===== src/rtl/uart_program_loader.sv =====
// 8N1 UART receiver that streams bytes into CPU program memory from address 0,
// holding the CPU in reset until DEPTH bytes have been written.
module uart_program_loader #(
  parameter int Baudrate = 24,
  parameter int ADDR_W   = 5,
  parameter int DEPTH    = 32
) (
  input  logic              Clk,
  input  logic              Reset,
  input  logic              Load,
  input  logic              RX,
  output logic              Mem_we,
  output logic [ADDR_W-1:0] Mem_addr,
  output logic [7:0]        Mem_wdata,
  output logic              Cpu_hold,
  output logic              Done,
  output logic              FE,
  output logic [ADDR_W:0]   Byte_count
);

  localparam int CntW = (Baudrate > 1) ? $clog2(Baudrate) : 1;
  localparam logic [CntW-1:0]   HalfLast  = CntW'(Baudrate / 2 - 1);
  localparam logic [CntW-1:0]   BitLast   = CntW'(Baudrate - 1);
  localparam logic [ADDR_W:0]   LastCount = (ADDR_W + 1)'(DEPTH - 1);

  typedef enum logic [1:0] {IDLE, START, DATA, STOP} rxState_e;
  typedef enum logic [1:0] {L_IDLE, L_LOAD, L_DONE} ldState_e;

  logic            rxSync1_q, rxSync2_q;
  rxState_e        rxState_q, rxState_d;
  logic [CntW-1:0] baudCnt_q, baudCnt_d;
  logic [2:0]      bitCnt_q, bitCnt_d;
  logic [7:0]      shift_q, shift_d;
  logic            stopErr_q, stopErr_d;
  logic            byteValid, frameErr;

  always_ff @(posedge Clk) begin
    if (Reset) begin
      rxSync1_q <= 1'b1;
      rxSync2_q <= 1'b1;
      rxState_q <= IDLE;
      baudCnt_q <= '0;
      bitCnt_q  <= '0;
      shift_q   <= '0;
      stopErr_q <= 1'b0;
    end else begin
      rxSync1_q <= RX;
      rxSync2_q <= rxSync1_q;
      rxState_q <= rxState_d;
      baudCnt_q <= baudCnt_d;
      bitCnt_q  <= bitCnt_d;
      shift_q   <= shift_d;
      stopErr_q <= stopErr_d;
    end
  end

  // stopErr_q marks a broken stop bit: wait for the line to return high before re-arming.
  always_comb begin
    rxState_d = rxState_q;
    baudCnt_d = baudCnt_q;
    bitCnt_d  = bitCnt_q;
    shift_d   = shift_q;
    stopErr_d = stopErr_q;
    byteValid = 1'b0;
    frameErr  = 1'b0;
    case (rxState_q)
      IDLE: begin
        if (!rxSync2_q) begin
          rxState_d = START;
          baudCnt_d = '0;
          bitCnt_d  = '0;
        end
      end
      START: begin
        if (baudCnt_q == HalfLast) begin
          baudCnt_d = '0;
          rxState_d = rxSync2_q ? IDLE : DATA;
        end else begin
          baudCnt_d = baudCnt_q + 1'b1;
        end
      end
      DATA: begin
        if (baudCnt_q == BitLast) begin
          baudCnt_d = '0;
          shift_d   = {rxSync2_q, shift_q[7:1]};
          bitCnt_d  = bitCnt_q + 3'd1;
          if (bitCnt_q == 3'd7) rxState_d = STOP;
        end else begin
          baudCnt_d = baudCnt_q + 1'b1;
        end
      end
      STOP: begin
        if (stopErr_q) begin
          if (rxSync2_q) begin
            rxState_d = IDLE;
            stopErr_d = 1'b0;
          end
        end else if (baudCnt_q == BitLast) begin
          baudCnt_d = '0;
          if (rxSync2_q) begin
            byteValid = 1'b1;
            rxState_d = IDLE;
          end else begin
            frameErr  = 1'b1;
            stopErr_d = 1'b1;
          end
        end else begin
          baudCnt_d = baudCnt_q + 1'b1;
        end
      end
      default: rxState_d = IDLE;
    endcase
  end

  logic              loadPrev_q, loadEdge;
  ldState_e          ldState_q, ldState_d;
  logic [ADDR_W-1:0] addr_q, addr_d;
  logic [ADDR_W:0]   count_q, count_d;
  logic              we_q, we_d;
  logic [7:0]        wdata_q, wdata_d;
  logic              hold_q, hold_d;
  logic              done_q, done_d;
  logic              fe_q, fe_d;

  assign loadEdge = Load & ~loadPrev_q;

  always_ff @(posedge Clk) begin
    if (Reset) begin
      loadPrev_q <= 1'b0;
      ldState_q  <= L_IDLE;
      addr_q     <= '0;
      count_q    <= '0;
      we_q       <= 1'b0;
      wdata_q    <= '0;
      hold_q     <= 1'b0;
      done_q     <= 1'b0;
      fe_q       <= 1'b0;
    end else begin
      loadPrev_q <= Load;
      ldState_q  <= ldState_d;
      addr_q     <= addr_d;
      count_q    <= count_d;
      we_q       <= we_d;
      wdata_q    <= wdata_d;
      hold_q     <= hold_d;
      done_q     <= done_d;
      fe_q       <= fe_d;
    end
  end

  // Address/count advance in the strobe cycle so Mem_addr is stable during the write;
  // the final write parks the address at DEPTH-1 instead of wrapping.
  always_comb begin
    ldState_d = ldState_q;
    addr_d    = addr_q;
    count_d   = count_q;
    we_d      = 1'b0;
    wdata_d   = wdata_q;
    hold_d    = hold_q;
    done_d    = done_q;
    fe_d      = loadEdge ? frameErr : (fe_q | frameErr);
    if (loadEdge) begin
      ldState_d = L_LOAD;
      addr_d    = '0;
      count_d   = '0;
      hold_d    = 1'b1;
      done_d    = 1'b0;
    end else if (we_q) begin
      count_d = count_q + 1'b1;
      if (count_q == LastCount) begin
        ldState_d = L_DONE;
        hold_d    = 1'b0;
        done_d    = 1'b1;
      end else begin
        addr_d = addr_q + 1'b1;
      end
    end else if (ldState_q == L_LOAD && byteValid) begin
      we_d    = 1'b1;
      wdata_d = shift_q;
    end
  end

  assign Mem_we     = we_q;
  assign Mem_addr   = addr_q;
  assign Mem_wdata  = wdata_q;
  assign Cpu_hold   = hold_q;
  assign Done       = done_q;
  assign FE         = fe_q;
  assign Byte_count = count_q;

endmodule


===== config.mk =====
export PLATFORM = sky130hd
export DESIGN_NAME = uart_program_loader
export DESIGN_NICKNAME = d
export VERILOG_FILES = /design/src/rtl/uart_program_loader.sv
export SDC_FILE = /design/constraint.sdc
export NUM_CORES = 1
export LEC_CHECK = 0
export ABC_AREA = 1
export CAP_MARGIN = 5
export CORE_ASPECT_RATIO = 0.75
export CORE_UTILIZATION = 30
export DETAILED_ROUTE_END_ITERATION = 10
export PLACE_DENSITY = 0.5
export REMOVE_ABC_BUFFERS = 1
export SETUP_SLACK_MARGIN = 0.15
export SYNTH_ARGS = -nofsm -noshare
export SYNTH_HDL_FRONTEND = slang
export SYNTH_SLANG_ARGS = --single-unit

===== constraint.sdc =====
create_clock -name Clk -period 2.8 [get_ports Clk]
set_input_delay 0.56 -clock Clk [delete_from_list [all_inputs] [get_ports Clk]]
set_output_delay 0.56 -clock Clk [all_outputs]
set_load 0.05 [all_outputs]

==> Word level (Yosys, flattened, before mapping) <==
Cells that the tools add are included.
W data, S select, Z words.
{ "totals": {"ff_bits": 46, "inputBits": 4, "out_inout_bits": 23, "elab_cells": 89} }
{ "op_classes": {"addsub": 4, "eq_ne": 14, "mux": 34, "bitwise": 6, "n_reduce_logical": 15} }
{ "ops": {"columns": ["operator", "n"], "rows": [
  ["$mux W5", 4],
  ["$pmux W5 S4", 1],
  ["$mux W1", 17],
  ["$mux W2", 8],
  ["$add A5 B1 Y5 const B", 2],
  ["$ne A2 B2 Y1 const B", 5],
  ["$reduce_and A2 Y1", 5],
  ["$pmux W2 S4", 1],
  ["$add A6 B1 Y6 const B", 1],
  ["$eq A6 B5 Y1 const B", 1],
  ["$mux W3", 2],
  ["$pmux W3 S2", 1],
  ["$reduce_and A3 Y1", 2],
  ["$reduce_bool A2 Y1", 3],
  ["$eq A5 B4 Y1 const B", 1],
  ["$eq A5 B5 Y1 const B", 1],
  ["$reduce_and A5 Y1", 1],
  ["$eq A2 B1 Y1 const B", 2],
  ["$eq A2 B2 Y1 const B", 2],
  ["$not A1 Y1", 4],
  ["$add A3 B1 Y3 const B", 1],
  ["$eq A3 B3 Y1 const B", 1],
  ["$ne A3 B3 Y1 const B", 1],
  ["$reduce_or A3 Y1", 1],
  ["5 further kinds", 5]
]} }

==> Depth between registers and ports, before layout <==
{ "logic_depth": {"ltp_word": 6, "mapped_depth": 10, "mapped_depth_nobuf": 10} }

==> Worst setup path after synthesis <==
OpenSTA, ideal clock, no wires.
{ "synth_timing": {"path_type": "register to register", "from": "register count_q[2], in the netlist Byte_count[2]", "to": "register addr_q[3], in the netlist Mem_addr[3]", "t_arrival_ns": 1.444, "path_slack_ns": 1.239, "stages_incl_launch_ff": 9, "period_less_slack_ns": 1.561, "cell_sequence": "dfxtp_1 nand2_1 nor2_1 nand3_1 nand2_1 nor2_1 xor2_1 inv_1 nor2_1"} }
{ "synth_between": {"elab_chain_cells": 3} }
{ "synth_rtl": {"columns": ["element", "line_no", "rtl"], "rows": [
  ["start: declaration", "118", "logic [ADDR_W:0] count_q, count_d;"],
  ["start signal: assignment", "142", "count_q <= count_d;"],
  ["$eq A6 B5 Y1", "170", "if (count_q == LastCount) begin"],
  ["$not A1 Y1 (no source line)", null, null],
  ["$reduce_and A2 Y1 (no source line)", null, null],
  ["end signal: assignment", "141", "addr_q <= addr_d;"],
  ["end: declaration", "117", "logic [ADDR_W-1:0] addr_q, addr_d;"]
]} }
Every way passes these cells.
A chain may end at the register's enable or synchronous reset.

==> Final worst setup path <==
{ "layout_timing": {"from": "register we_q, in the netlist Mem_we", "to": "output Mem_we"} }
{ "layout_lines": {"columns": ["element", "line_no", "rtl"], "rows": [
  ["start: declaration", "119", "logic we_q, we_d;"],
  ["start signal: assignment", "143", "we_q <= we_d;"],
  ["end: declaration", "12", "output logic Mem_we,"]
]} }
No word-level cell between the ends.

==> results <==
- The half-perimeter wire length of the detailed placement result is 2874 microns.
- The area share of the largest cell type after synthesis is 48.19%.
- The critical path class is flop to output pin.
- Excluding fillers, the count of instances in the completed layout stands at 359.
- The die covers 6554 sq um.
- The post-synthesis sequential element count is 45.
- The pin count of the biggest net entering global routing is 22.
- The clock tree from TritonCTS is yes.
- Across all register-to-register paths, the minimum setup slack is 1.13 ns.
- The largest fanout on the critical path is 8.
- The worst register-to-register path ends at bitCnt_q[1].
- The proportion of total power due to net switching is 24.20%.
- Data on the critical path arrives at its endpoint at 1.65 ns.
- Once detail routing completed, the nets flagged for antenna violations numbered 0.
- The count of input and output buffers is 26.
- Across all layers, the routed design uses 1577 vias.
- The worst register-to-register path begins at baudCnt_q[0].
- The total overflow left after global routing is 0.
- The synthesized design spends more area on one cell type than any other, namely sky130_fd_sc_hd__dfxtp_1.
- The number of antenna violations at the first check in global routing is 0.
- The total core area is 5916 sq um.
- The count of warnings emitted by yosys is 0.
- The library cell used most frequently in the layout, excluding fill and tap cells, is sky130_fd_sc_hd__nor2_1.
- Internal power comes to 0.8787 mW.
- The analysis attributes to net switching a power of 0.2806 mW.
- The tightest hold path in the finished design has a slack of 0.4137 ns.
- The number of cells after detailed placement is 351.
- The top cell types in the final layout, fill and taps aside, are 55 x sky130_fd_sc_hd__nor2_1, 45 x sky130_fd_sc_hd__dfxtp_1, 38 x sky130_fd_sc_hd__nand2_1, 26 x sky130_fd_sc_hd__clkdlybuf4s50_1, 25 x sky130_fd_sc_hd__o21ai_0.
- Measured in cells, the most critical reg-to-reg path has a length of 10.
- The startpoint of the worst setup timing path is Mem_we.
- The number of H-tree levels is 2.
- Setup repair after global routing left no endpoint under its margin.
- The ratio of final minimum period to clock period is 78.88%.
- The share of the Yosys chip area taken by registers is 48.19%.
- The final setup violation count is 0.
- The share of total power in combinational logic is 7.0%.
- The worst setup path is captured at an output pin.
- The kind of start point of the critical path is a flop.
- The starting utilization of the core area is 31.60%.
- The post-route core utilization is 38.90%.
- The final design area excluding fillers is 2301 sq um.
- For this run, design rule violations remaining after detail routing come to 0.
- For this block, the routed nets add up to 3896 microns of wire.
- The summed negative setup slack over all endpoints is 0 ns.
- The post-layout minimum cycle time is 2.209 ns.
- The count of max-cap constraint violations is 0.
- The synthesis-to-finish area growth is 23.09%.
- The tightest min-delay check is of the flop to flop type.
- The synthesized netlist contains 23 unique library cells.
- The final setup skew is 0.006817 ns.
- The worst slew margin relative to its limit is 62.70%.
- The overall routing resource usage is 13.04%.
- Before antenna repair, the detailed router went through 4 iterations.
- The leakage component of the power is 0.8946 nW.
- The slowest cell on the critical path is sky130_fd_sc_hd__clkdlybuf4s50_1.
- The CTS buffer count is 5.
- The global-route wire length before repair is 6817 microns.
- The number of pins with negative max-slew slack in the final report came to 0.
- Measured along the y axis, the die boundary spans 70.36 microns.
- The synthesized area per cell is 7.447 sq um.
- The number of endpoints with negative hold slack in the final report is 0.
- The via count of the first global-routing pass is 1454.
- At the worst endpoint, the required time is 2.24 ns.
- The number of buffers and inverters on the critical path is 1.
- The share of total power in sequential cells is 56.9%.
- The total inserted antenna cells is 0.
- The part of the total power dissipated in the clock network is 36.0%.
- The maximum clock insertion buffer count is 2.
- In the routed layout, each cell is associated on average with a via count of 4.393.
- Following the worst setup path forward leads to its endpoint at Mem_we.
- The worst-case IR drop observed on VDD is 0.0001787 V.
- The number of rows created at floorplan is 24.
- Power spread over the standard cell area amounts to 503.8 nW/um^2.
- Once the clock tree was built, the resizer swapped 0 gates to a different size.
- The clock net sink count is 45.
- In this run the clock root is driven by a sky130_fd_sc_hd__clkbuf_8.
- The peak per-stage delay on the critical path is 0.86 ns.
- Derived from the worst setup path, the maximum achievable clock frequency is 452.8 MHz.
- By area the synthesized netlist is led by sky130_fd_sc_hd__dfxtp_1 48%, sky130_fd_sc_hd__nor2_1 11%, sky130_fd_sc_hd__nand2_1 7.6%, sky130_fd_sc_hd__o21ai_0 6.7%, sky130_fd_sc_hd__a21oi_1 5.4%.
- For the pin with the worst max-slew slack, the measured transition is 0.5574 ns.
- After detailed placement, the total cell area comes to 2205 sq um.
- The congestion estimate from routability-driven global placement came to 0.7443.
- In the final routed layout, each cell accounts on average for 10.85 microns.
- The kind of cell with the highest combined delay along the critical path is buffers and inverters.
- In the synthesized netlist, the number of instances is 251.
- The number of nets in the layout is 289.
- Cells with a size suffix above 1 make up 6.762% of the layout.
- The signal on the critical path passes through clkdlybuf4s50_1.
- The critical path depth in cells is 1.
- The insertion delay to the later sink of the worst-skew pair is 0.29 ns.
- The die boundary width is 93.15 microns.
- In this run the post-CTS setup repair buffer count came out at 0.
- The run finished with clean final reports.
- The number of buffers inserted by hold repair at cts is 0.
- Clock-pin slew was measured on the worst setup and hold paths at 0.09 ns.
- The area of the mapped netlist is 1869 sq um.
- The number of primary I/O pins is 27.
- After the first detailed-routing iteration, the DRC count stood at 93.
[state kept, by name (all words and copies together), names as in the netlist, named ones only]
name        cells
Byte_count      6
Done            1
FE              1
Mem_addr        5
Mem_wdata       8
Mem_we          1
baudCnt_q       5
bitCnt_q        3
ldState_q       1
loadPrev_q      1
rxState_q       1
rxSync1_q       1
rxSync2_q       1
shift_q         8
stopErr_q       1
[layout make-up]
type                            count  area (sq um)
Timing Repair Buffer               26         260.3
Inverter                           25         93.84
Tap cell                           78         97.59
Sequential cell                    45         900.9
Fill cell                         610          3615
Clock inverter                      2         13.76
Clock buffer                        6         82.58
Multi-Input combinational cell    177         852.1
[power by group through the flow]
stage | registers, mW | clock network (mW) | logic, mW
5_1_grt | 0.662 | 0.463 | 0.0950
3_3_place_gp | 0.675 | 0 | 0.0814
6_report | 0.660 | 0.418 | 0.0816
4_1_cts | 0.660 | 0.433 | 0.0818
2_1_floorplan | 0.676 | 0 | 0.0548
3_5_place_dp | 0.675 | 0 | 0.0814
[per-layer routing]
| layer | share of wire [%] | global-route usage (%) | routed length, microns |
|---|---|---|---|
| met1 | 58 | 20.28 | 2252 |
| met2 | 38 | 17.08 | 1486 |
| met3 | 3.4 | 3.595 | 133 |
| met4 | 0.62 | 3.590 | 24 |
| met5 | 0 | 0 | 0 |
[metrics by stage]
step	setup slack [ns]	total power, mW
2_1_floorplan	1.239	0.7307
3_3_place_gp	0.5776	0.7567
3_5_place_dp	0.4414	0.7566
4_1_cts	0.5779	1.175
5_1_grt	0.5194	1.220
6_report	0.5914	1.159
[worst min-delay path by stage]
| stage | cells past startpoint | endpoint | slack, ns | startpoint |
|---|---|---|---|---|
| after CTS | 1 | rxSync2_q | 0.41 | rxSync1_q |
| after global routing | 1 | rxSync2_q | 0.43 | rxSync1_q |
| final | 1 | rxSync2_q | 0.41 | rxSync1_q |
| after floorplan | 1 | rxSync2_q | 0.39 | rxSync1_q |
| after detailed placement | 1 | rxSync2_q | 0.39 | rxSync1_q |
| after global placement | 1 | rxSync2_q | 0.39 | rxSync1_q |
[cells in the mapped netlist]
cell / n
sky130_fd_sc_hd__nor2_1: 55
sky130_fd_sc_hd__dfxtp_1: 45
sky130_fd_sc_hd__nand2_1: 38
sky130_fd_sc_hd__o21ai_0: 25
sky130_fd_sc_hd__inv_1: 22
sky130_fd_sc_hd__a21oi_1: 20
sky130_fd_sc_hd__nand3_1: 10
sky130_fd_sc_hd__ha_1: 5
sky130_fd_sc_hd__nand4_1: 4
sky130_fd_sc_hd__nor3_1: 4
sky130_fd_sc_hd__clkbuf_1: 3
sky130_fd_sc_hd__inv_2: 3
sky130_fd_sc_hd__nand2_2: 3
sky130_fd_sc_hd__or2_2: 3
sky130_fd_sc_hd__xnor2_1: 2
sky130_fd_sc_hd__xor2_1: 2
sky130_fd_sc_hd__a31oi_1: 1
sky130_fd_sc_hd__buf_6: 1
sky130_fd_sc_hd__nand2_4: 1
sky130_fd_sc_hd__nor2_2: 1
sky130_fd_sc_hd__nor3b_1: 1
sky130_fd_sc_hd__o21bai_1: 1
sky130_fd_sc_hd__o41ai_1: 1
[logic make-up after synthesis]
family / after synthesis / share of synthesized area, %
AO/OA/AOI/OAI: 48 / 13.25
flip-flops: 45 / 48.19
XOR/XNOR: 4 / 1.875
adder cells (fa/ha/maj): 5 / 3.347
AND/OR/NAND/NOR: 120 / 27.11
buffers and inverters: 29 / 6.225
(Power assumes the default switching activity.)
